[src/rtl/intra4x4_mode_sched_if.sv]
// Datapath-side bundle of the 4x4 intra mode scheduler: neighbour fetch, predictor
// enable, SAD return and per-sub-block result.
interface intra4x4_mode_sched_if #(
  parameter int unsigned COST_W = 16,
  parameter int unsigned MB_X_W = 7,
  parameter int unsigned MB_Y_W = 6
);
  // Neighbour fetch (MB position travels with the request so the fetcher can address lines)
  logic              nb_req;
  logic [3:0]        nb_blk;
  logic [MB_X_W-1:0] nb_mb_x;
  logic [MB_Y_W-1:0] nb_mb_y;
  logic              nb_ack;

  logic              pred_en;
  logic [3:0]        pred_mode;

  logic              cost_valid;
  logic [COST_W-1:0] cost;

  logic              best_valid;
  logic [3:0]        best_blk;
  logic [3:0]        best_mode;
  logic [COST_W-1:0] best_cost;

  modport master (
    output nb_req,
    output nb_blk,
    output nb_mb_x,
    output nb_mb_y,
    input  nb_ack,
    output pred_en,
    output pred_mode,
    input  cost_valid,
    input  cost,
    output best_valid,
    output best_blk,
    output best_mode,
    output best_cost
  );

  modport slave (
    input  nb_req,
    input  nb_blk,
    input  nb_mb_x,
    input  nb_mb_y,
    output nb_ack,
    input  pred_en,
    input  pred_mode,
    output cost_valid,
    output cost,
    input  best_valid,
    input  best_blk,
    input  best_mode,
    input  best_cost
  );
endinterface

[src/rtl/intra4x4_mode_sched.sv]
// Sequences the 4x4 intra mode search over the 16 luma sub-blocks of one macroblock and
// reports the minimum-SAD mode per sub-block. Optional INTRA4X4_EARLY_TERM_EN stops early.
module intra4x4_mode_sched #(
  parameter int unsigned WIDTH     = 1280,
  parameter int unsigned LENGTH    = 720,
  parameter int unsigned NUM_MODES = 9,
  parameter int unsigned COST_W    = 16,
  parameter int unsigned ET_THRESH = 64
) (
  input  logic                          clk,
  input  logic                          reset,
  input  logic                          start,
  input  logic [$clog2(WIDTH/16)-1:0]   mb_x,
  input  logic [$clog2(LENGTH/16)-1:0]  mb_y,
  intra4x4_mode_sched_if.master         dp,
  output logic                          busy,
  output logic                          done
);

  localparam int unsigned MbXW = $clog2(WIDTH / 16);
  localparam int unsigned MbYW = $clog2(LENGTH / 16);
  localparam logic [3:0]  LastMode = 4'(NUM_MODES - 1);
  localparam logic [3:0]  LastBlk  = 4'd15;
  localparam logic [COST_W-1:0] EtThresh = COST_W'(ET_THRESH);

`ifdef INTRA4X4_EARLY_TERM_EN
  localparam bit EarlyTermEn = 1'b1;
`else
  localparam bit EarlyTermEn = 1'b0;
`endif

  typedef enum logic [2:0] {
    StIdle,
    StFetch,
    StPred,
    StWait,
    StDecide,
    StDone
  } state_e;

  state_e            state_q, state_d;
  logic [3:0]        blk_q, blk_d;
  logic [3:0]        mode_q, mode_d;
  logic [COST_W-1:0] min_cost_q, min_cost_d;
  logic [3:0]        min_mode_q, min_mode_d;
  logic [MbXW-1:0]   mb_x_q, mb_x_d;
  logic [MbYW-1:0]   mb_y_q, mb_y_d;
  // Last reported result, shown on best_* between pulses
  logic [3:0]        held_blk_q, held_blk_d;
  logic [3:0]        held_mode_q, held_mode_d;
  logic [COST_W-1:0] held_cost_q, held_cost_d;

  logic              nb_req, pred_en, best_valid;
  logic [3:0]        nb_blk, pred_mode, best_blk, best_mode;
  logic [COST_W-1:0] best_cost;
  logic              cost_lt_min, et_hit;

  always_ff @(posedge clk) begin
    if (reset) begin
      state_q     <= StIdle;
      blk_q       <= '0;
      mode_q      <= '0;
      min_cost_q  <= '0;
      min_mode_q  <= '0;
      mb_x_q      <= '0;
      mb_y_q      <= '0;
      held_blk_q  <= '0;
      held_mode_q <= '0;
      held_cost_q <= '0;
    end else begin
      state_q     <= state_d;
      blk_q       <= blk_d;
      mode_q      <= mode_d;
      min_cost_q  <= min_cost_d;
      min_mode_q  <= min_mode_d;
      mb_x_q      <= mb_x_d;
      mb_y_q      <= mb_y_d;
      held_blk_q  <= held_blk_d;
      held_mode_q <= held_mode_d;
      held_cost_q <= held_cost_d;
    end
  end

  assign cost_lt_min = dp.cost < min_cost_q;
  assign et_hit      = EarlyTermEn && (dp.cost < EtThresh);

  always_comb begin
    state_d     = state_q;
    blk_d       = blk_q;
    mode_d      = mode_q;
    min_cost_d  = min_cost_q;
    min_mode_d  = min_mode_q;
    mb_x_d      = mb_x_q;
    mb_y_d      = mb_y_q;
    held_blk_d  = held_blk_q;
    held_mode_d = held_mode_q;
    held_cost_d = held_cost_q;

    nb_req      = 1'b0;
    nb_blk      = '0;
    pred_en     = 1'b0;
    pred_mode   = '0;
    best_valid  = 1'b0;
    best_blk    = held_blk_q;
    best_mode   = held_mode_q;
    best_cost   = held_cost_q;
    done        = 1'b0;

    unique case (state_q)
      StIdle: begin
        if (start) begin
          mb_x_d  = mb_x;
          mb_y_d  = mb_y;
          blk_d   = '0;
          state_d = StFetch;
        end
      end

      StFetch: begin
        nb_req = 1'b1;
        nb_blk = blk_q;
        if (dp.nb_ack) begin
          mode_d     = '0;
          min_cost_d = '1;
          min_mode_d = '0;
          state_d    = StPred;
        end
      end

      StPred: begin
        pred_en   = 1'b1;
        pred_mode = mode_q;
        state_d   = StWait;
      end

      StWait: begin
        if (dp.cost_valid) begin
          // Strict compare: on a tie the earlier (lower-index) mode stays
          if (cost_lt_min) begin
            min_cost_d = dp.cost;
            min_mode_d = mode_q;
          end
          if ((mode_q == LastMode) || et_hit) begin
            state_d = StDecide;
          end else begin
            mode_d  = mode_q + 4'd1;
            state_d = StPred;
          end
        end
      end

      StDecide: begin
        best_valid  = 1'b1;
        best_blk    = blk_q;
        best_mode   = min_mode_q;
        best_cost   = min_cost_q;
        held_blk_d  = blk_q;
        held_mode_d = min_mode_q;
        held_cost_d = min_cost_q;
        if (blk_q == LastBlk) begin
          state_d = StDone;
        end else begin
          blk_d   = blk_q + 4'd1;
          state_d = StFetch;
        end
      end

      StDone: begin
        done    = 1'b1;
        state_d = StIdle;
      end

      default: state_d = StIdle;
    endcase
  end

  assign busy          = (state_q != StIdle);
  assign dp.nb_req     = nb_req;
  assign dp.nb_blk     = nb_blk;
  assign dp.nb_mb_x    = mb_x_q;
  assign dp.nb_mb_y    = mb_y_q;
  assign dp.pred_en    = pred_en;
  assign dp.pred_mode  = pred_mode;
  assign dp.best_valid = best_valid;
  assign dp.best_blk   = best_blk;
  assign dp.best_mode  = best_mode;
  assign dp.best_cost  = best_cost;

endmodule

[src/flat_wrapper.sv]
// flat-port wrapper written by rule: the top's interface ports become plain ports
module intra4x4_mode_sched_flat 
#(
  parameter int unsigned WIDTH     = 1280,
  parameter int unsigned LENGTH    = 720,
  parameter int unsigned NUM_MODES = 9,
  parameter int unsigned COST_W    = 16,
  parameter int unsigned ET_THRESH = 64
)
  (clk, reset, start, mb_x, mb_y, busy, done, dp_nb_req, dp_nb_blk, dp_nb_mb_x, dp_nb_mb_y, dp_nb_ack, dp_pred_en, dp_pred_mode, dp_cost_valid, dp_cost, dp_best_valid, dp_best_blk, dp_best_mode, dp_best_cost);
  intra4x4_mode_sched_if #(.COST_W(COST_W), .MB_X_W(7), .MB_Y_W(6)) dp_i ();
  input  logic clk;
  input  logic reset;
  input  logic start;
  input  logic [$clog2(WIDTH/16)-1:0] mb_x;
  input  logic [$clog2(LENGTH/16)-1:0] mb_y;
  output logic busy;
  output logic done;
  output wire logic [$bits(dp_i.nb_req)-1:0] dp_nb_req;
  output wire logic [$bits(dp_i.nb_blk)-1:0] dp_nb_blk;
  output wire logic [$bits(dp_i.nb_mb_x)-1:0] dp_nb_mb_x;
  output wire logic [$bits(dp_i.nb_mb_y)-1:0] dp_nb_mb_y;
  input wire logic [$bits(dp_i.nb_ack)-1:0] dp_nb_ack;
  output wire logic [$bits(dp_i.pred_en)-1:0] dp_pred_en;
  output wire logic [$bits(dp_i.pred_mode)-1:0] dp_pred_mode;
  input wire logic [$bits(dp_i.cost_valid)-1:0] dp_cost_valid;
  input wire logic [$bits(dp_i.cost)-1:0] dp_cost;
  output wire logic [$bits(dp_i.best_valid)-1:0] dp_best_valid;
  output wire logic [$bits(dp_i.best_blk)-1:0] dp_best_blk;
  output wire logic [$bits(dp_i.best_mode)-1:0] dp_best_mode;
  output wire logic [$bits(dp_i.best_cost)-1:0] dp_best_cost;
  assign dp_nb_req = dp_i.nb_req;
  assign dp_nb_blk = dp_i.nb_blk;
  assign dp_nb_mb_x = dp_i.nb_mb_x;
  assign dp_nb_mb_y = dp_i.nb_mb_y;
  assign dp_i.nb_ack = dp_nb_ack;
  assign dp_pred_en = dp_i.pred_en;
  assign dp_pred_mode = dp_i.pred_mode;
  assign dp_i.cost_valid = dp_cost_valid;
  assign dp_i.cost = dp_cost;
  assign dp_best_valid = dp_i.best_valid;
  assign dp_best_blk = dp_i.best_blk;
  assign dp_best_mode = dp_i.best_mode;
  assign dp_best_cost = dp_i.best_cost;
  intra4x4_mode_sched #(.WIDTH(WIDTH), .LENGTH(LENGTH), .NUM_MODES(NUM_MODES), .COST_W(COST_W), .ET_THRESH(ET_THRESH)) u_core (.clk(clk), .reset(reset), .start(start), .mb_x(mb_x), .mb_y(mb_y), .dp(dp_i), .busy(busy), .done(done));
endmodule
[config.mk]
export PLATFORM = sky130hd
export DESIGN_NAME = intra4x4_mode_sched_flat
export DESIGN_NICKNAME = d
export VERILOG_FILES = /design/src/rtl/intra4x4_mode_sched_if.sv /design/src/rtl/intra4x4_mode_sched.sv /design/src/flat_wrapper.sv
export SDC_FILE = /design/constraint.sdc
export NUM_CORES = 1
export LEC_CHECK = 0
export BUFFER_PORTS_ARGS = -buffer_cell sky130_fd_sc_hd__buf_4
export CORE_MARGIN = 4
export CORE_UTILIZATION = 57
export DETAILED_ROUTE_END_ITERATION = 10
export PLACE_DENSITY_LB_ADDON = 0.05
export SLEW_MARGIN = 15
export SYNTH_ARGS = -nofsm -noshare
export SYNTH_HDL_FRONTEND = slang
export SYNTH_SLANG_ARGS = --single-unit
[constraint.sdc]
create_clock -name clk -period 3.9 [get_ports clk]
set_input_delay 0.195 -clock clk [delete_from_list [all_inputs] [get_ports clk]]
set_output_delay 0.195 -clock clk [all_outputs]
set_load 0.02 [all_outputs]
==> impl_metrics.yaml <==
worst_setup_path:
  crit_path_end_kind: "flip-flop"
  critPathBufInv: 2
  critPathRequiredTime_ns: 4.16
  cp_cell_sequence: "inv_1 -> ha_1 -> nand4_1 -> or3_4 -> nor4_2 -> buf_4 -> o311ai_0 -> a31oi_1"
  cp.arrival_ns: 3.13
  crit_family: "simple AND/OR/NAND/NOR gates"
  worstSetupStartpointType: "flip-flop"
  crit_slowest_cell: "nor4_2"
  path_max_fanout: 12
  critPathKind: "reg2reg"
  cp_slowest_stage_delay_ns: 0.73
final_layout:
  drive_above_1_share: 0.296
  multiInputGateArea_mm2: 0.00179
  fill_cells: 445
  regArea_mm2: 0.00136
  design_area_mm2: 0.00412
  area_delta_synth_final_pct: 24.0
  final_util: 0.739
  final_cell_mix: "buf_4, dfxtp_1, nand2_1"
  diodes: 0
  final_common_cell: "buf_4"
  layout.nets: 495
  instances_no_fill: 518
floorplanning:
  initial_core_util: 0.596
  row_count: 27
  coreArea_mm2: 0.00557
  die_w_um: 84.3
  die_area_mm2: 0.00711
  die_h_um: 84.3
  ios: 84
timing:
  relSlewSlack: 0.466
  hold_viol_final: 0
  fin_crit_ns: 2.87
  tns_ns: 0
  hold_ws_ns: 0.0996
  rsz0062_at_grt: "no"
  fin_worst_skew_ns: 0.00678
  drv_slew: 0
  fin_ws_ns: 1.03
  period_share: 0.737
  finalSetupViolCount: 0
  max_freq_ghz: 0.348
  worst_pin_slew_ns: 0.795
yosys:
  async_reset_ff_frac: 0
  synth-edff-count: 0
  yosys.area_share.xor_xnor: 0.00528
  yosys-mux-area-fraction: 0.0912
  synth-compound-area-share: 0.123
  yosysSeqAreaShare: 0.410
  yosysUniqueCellTypes: 44
  netlist_instances: 370
  syn_nets: 422
  yosysWarnings: 0
  ys_seq_elements: 68
  avgSynthCellArea_um2: 8.97
  synth-main-ff-cell: "dfxtp_1"
  synthesis.area_mm2: 0.00332
  yosys.area_share.simple: 0.247
  synth_top_family_by_area: "simple AND/OR/NAND/NOR gates"
  synthAdderAreaFrac: 0.0678
global_route:
  antenna_found_initial: 0
  grt_usage: 0.227
  grt_pass1_vias: 2897
  grt-ovfl-total: 0
  grt_start_max_net_pins: 69
  grt_pass1_wl_um: 13300
worst_hold_path:
  holdCritPathClass: "in2reg"
cts:
  cts_buffer_depth: 2
  tritoncts: "done"
  cts_made_buffers: 9
  clockRootBuffer: "clkbuf_8"
  cts_resized: 0
  cts.sinks: 68
  cts_setup_buffers: 0
  clk_latency_ns: 0.34
  htreeDepth: 3
  cts.clk_slew.worst_paths_ns: 0.07
  postCtsHoldBufs: 0
placed_design:
  dpl.hpwl_um: 5430
  dp.cells: 504
  finalWeightedCongestion: 0.819
  preCtsSetupSlack_ns: 1.12
  portBuffers: 83
  dpl_cell_area_mm2: 0.00396
routing:
  dr.first_iter.drc_count: 158
  dr.pass1.iters: 4
  route.detailed.drc: 0
  wirelength_um: 7870
  drtAntennaViolNets: 0
  vias: 2963
  routed_via_density: 5.72
  wl_per_cell_um: 15.2
status:
  status: "finished, final reports clean"
flow_run:
  maxCapViolCount: 0
power_and_ir_drop:
  power_density_mw_per_mm2: 419
  fin_total_pwr_mw: 1.72
  ir_worst_vdd_uv: 265
  p_leak_nw: 1.71
[worst reg2reg max path, stage by stage, from the launching register on]
cell      delay, ns
dfxtp_1        0.33
inv_1          0.06
ha_1           0.31
nand4_1        0.16
or3_4          0.44
nor4_2         0.73
buf_4          0.32
o311ai_0       0.20
a31oi_1        0.23
[final cells by class]
cell class | instances | share of cell area
Inverter | 21 | 0.0191
Tap cell | 72 | 0.0219
Sequential cell | 68 | 0.331
Multi-Input combinational cell | 257 | 0.434
Clock buffer | 11 | 0.0343
Timing Repair Buffer | 86 | 0.157
Clock inverter | 3 | 0.00365
[cells by family (layout without fill, tap and decap cells)]
group / after synthesis / count (layout)
and+or+nand+nor: 149 / 149
DFF: 68 / 68
muxes: 27 / 27
xor gates and xnor gates: 2 / 2
AOI/OAI and AO/OA: 61 / 61
adders and majority gates: 18 / 18
buffers and inverters: 45 / 121
[report_power, final]
group,leakage [nW],internal (mW),switching [mW]
Sequential,0.553,0.761,0.0529
Clock,0.0848,0.238,0.252
Combinational,1.07,0.167,0.254
Total,1.71,1.17,0.559
[Yosys cell counts (2+ instances only)]
library cell	count	area share
a21oi_1	25	0.038
a311oi_1	16	0.042
a31oi_1	5	0.0094
and2_1	10	0.019
buf_2	7	0.011
clkbuf_1	15	0.017
dfxtp_1	68	0.41
ha_1	18	0.068
inv_1	21	0.024
mux2_2	26	0.088
nand2_1	45	0.051
nand3_1	6	0.0090
nand4_1	9	0.017
nor2_1	11	0.012
nor2b_1	26	0.049
nor3_1	6	0.0090
nor3b_1	2	0.0045
nor4_1	21	0.040
o21ai_0	5	0.0075
o311ai_0	2	0.0053
o311ai_1	2	0.0053
or4_1	2	0.0045
[flip-flops by register name (all words and copies together), names as in the netlist, 4 cells and up]
signal and cells:
u_core.held_cost_q 16, u_core.min_cost_q 16, u_core.dp.nb_mb_x 7, u_core.dp.nb_mb_y 6
u_core.blk_q 4, u_core.held_blk_q 4, u_core.held_mode_q 4, u_core.min_mode_q 4
u_core.mode_q 4
[per-layer routing]
metal	GRT usage	part of all wire	vias to the layer above
met5	0	0	-
met4	0.0760	0.013	0
met3	0.0608	0.060	9
met2	0.393	0.51	84
met1	0.271	0.42	1395
li1	-	-	1475
[path summary, 6_finish.rpt]
kind | endpoint | slack [ns] | from | cells past startpoint
setup reg to reg | u_core.min_mode_q[0]$_SDFFE_PP0P_ | 1.03 | u_core.min_cost_q[15]$_SDFFE_PP0P_ | 8
hold reg to reg | u_core.dp.nb_mb_y[4]$_SDFFE_PP0P_ | 0.46 | u_core.dp.nb_mb_y[4]$_SDFFE_PP0P_ | 2
hold / removal | u_core.dp.nb_mb_x[5]$_SDFFE_PP0P_ | 0.1 | mb_x[5] | 3
setup / recovery | u_core.min_mode_q[0]$_SDFFE_PP0P_ | 1.03 | u_core.min_cost_q[15]$_SDFFE_PP0P_ | 8
(Power assumes the default switching activity.)
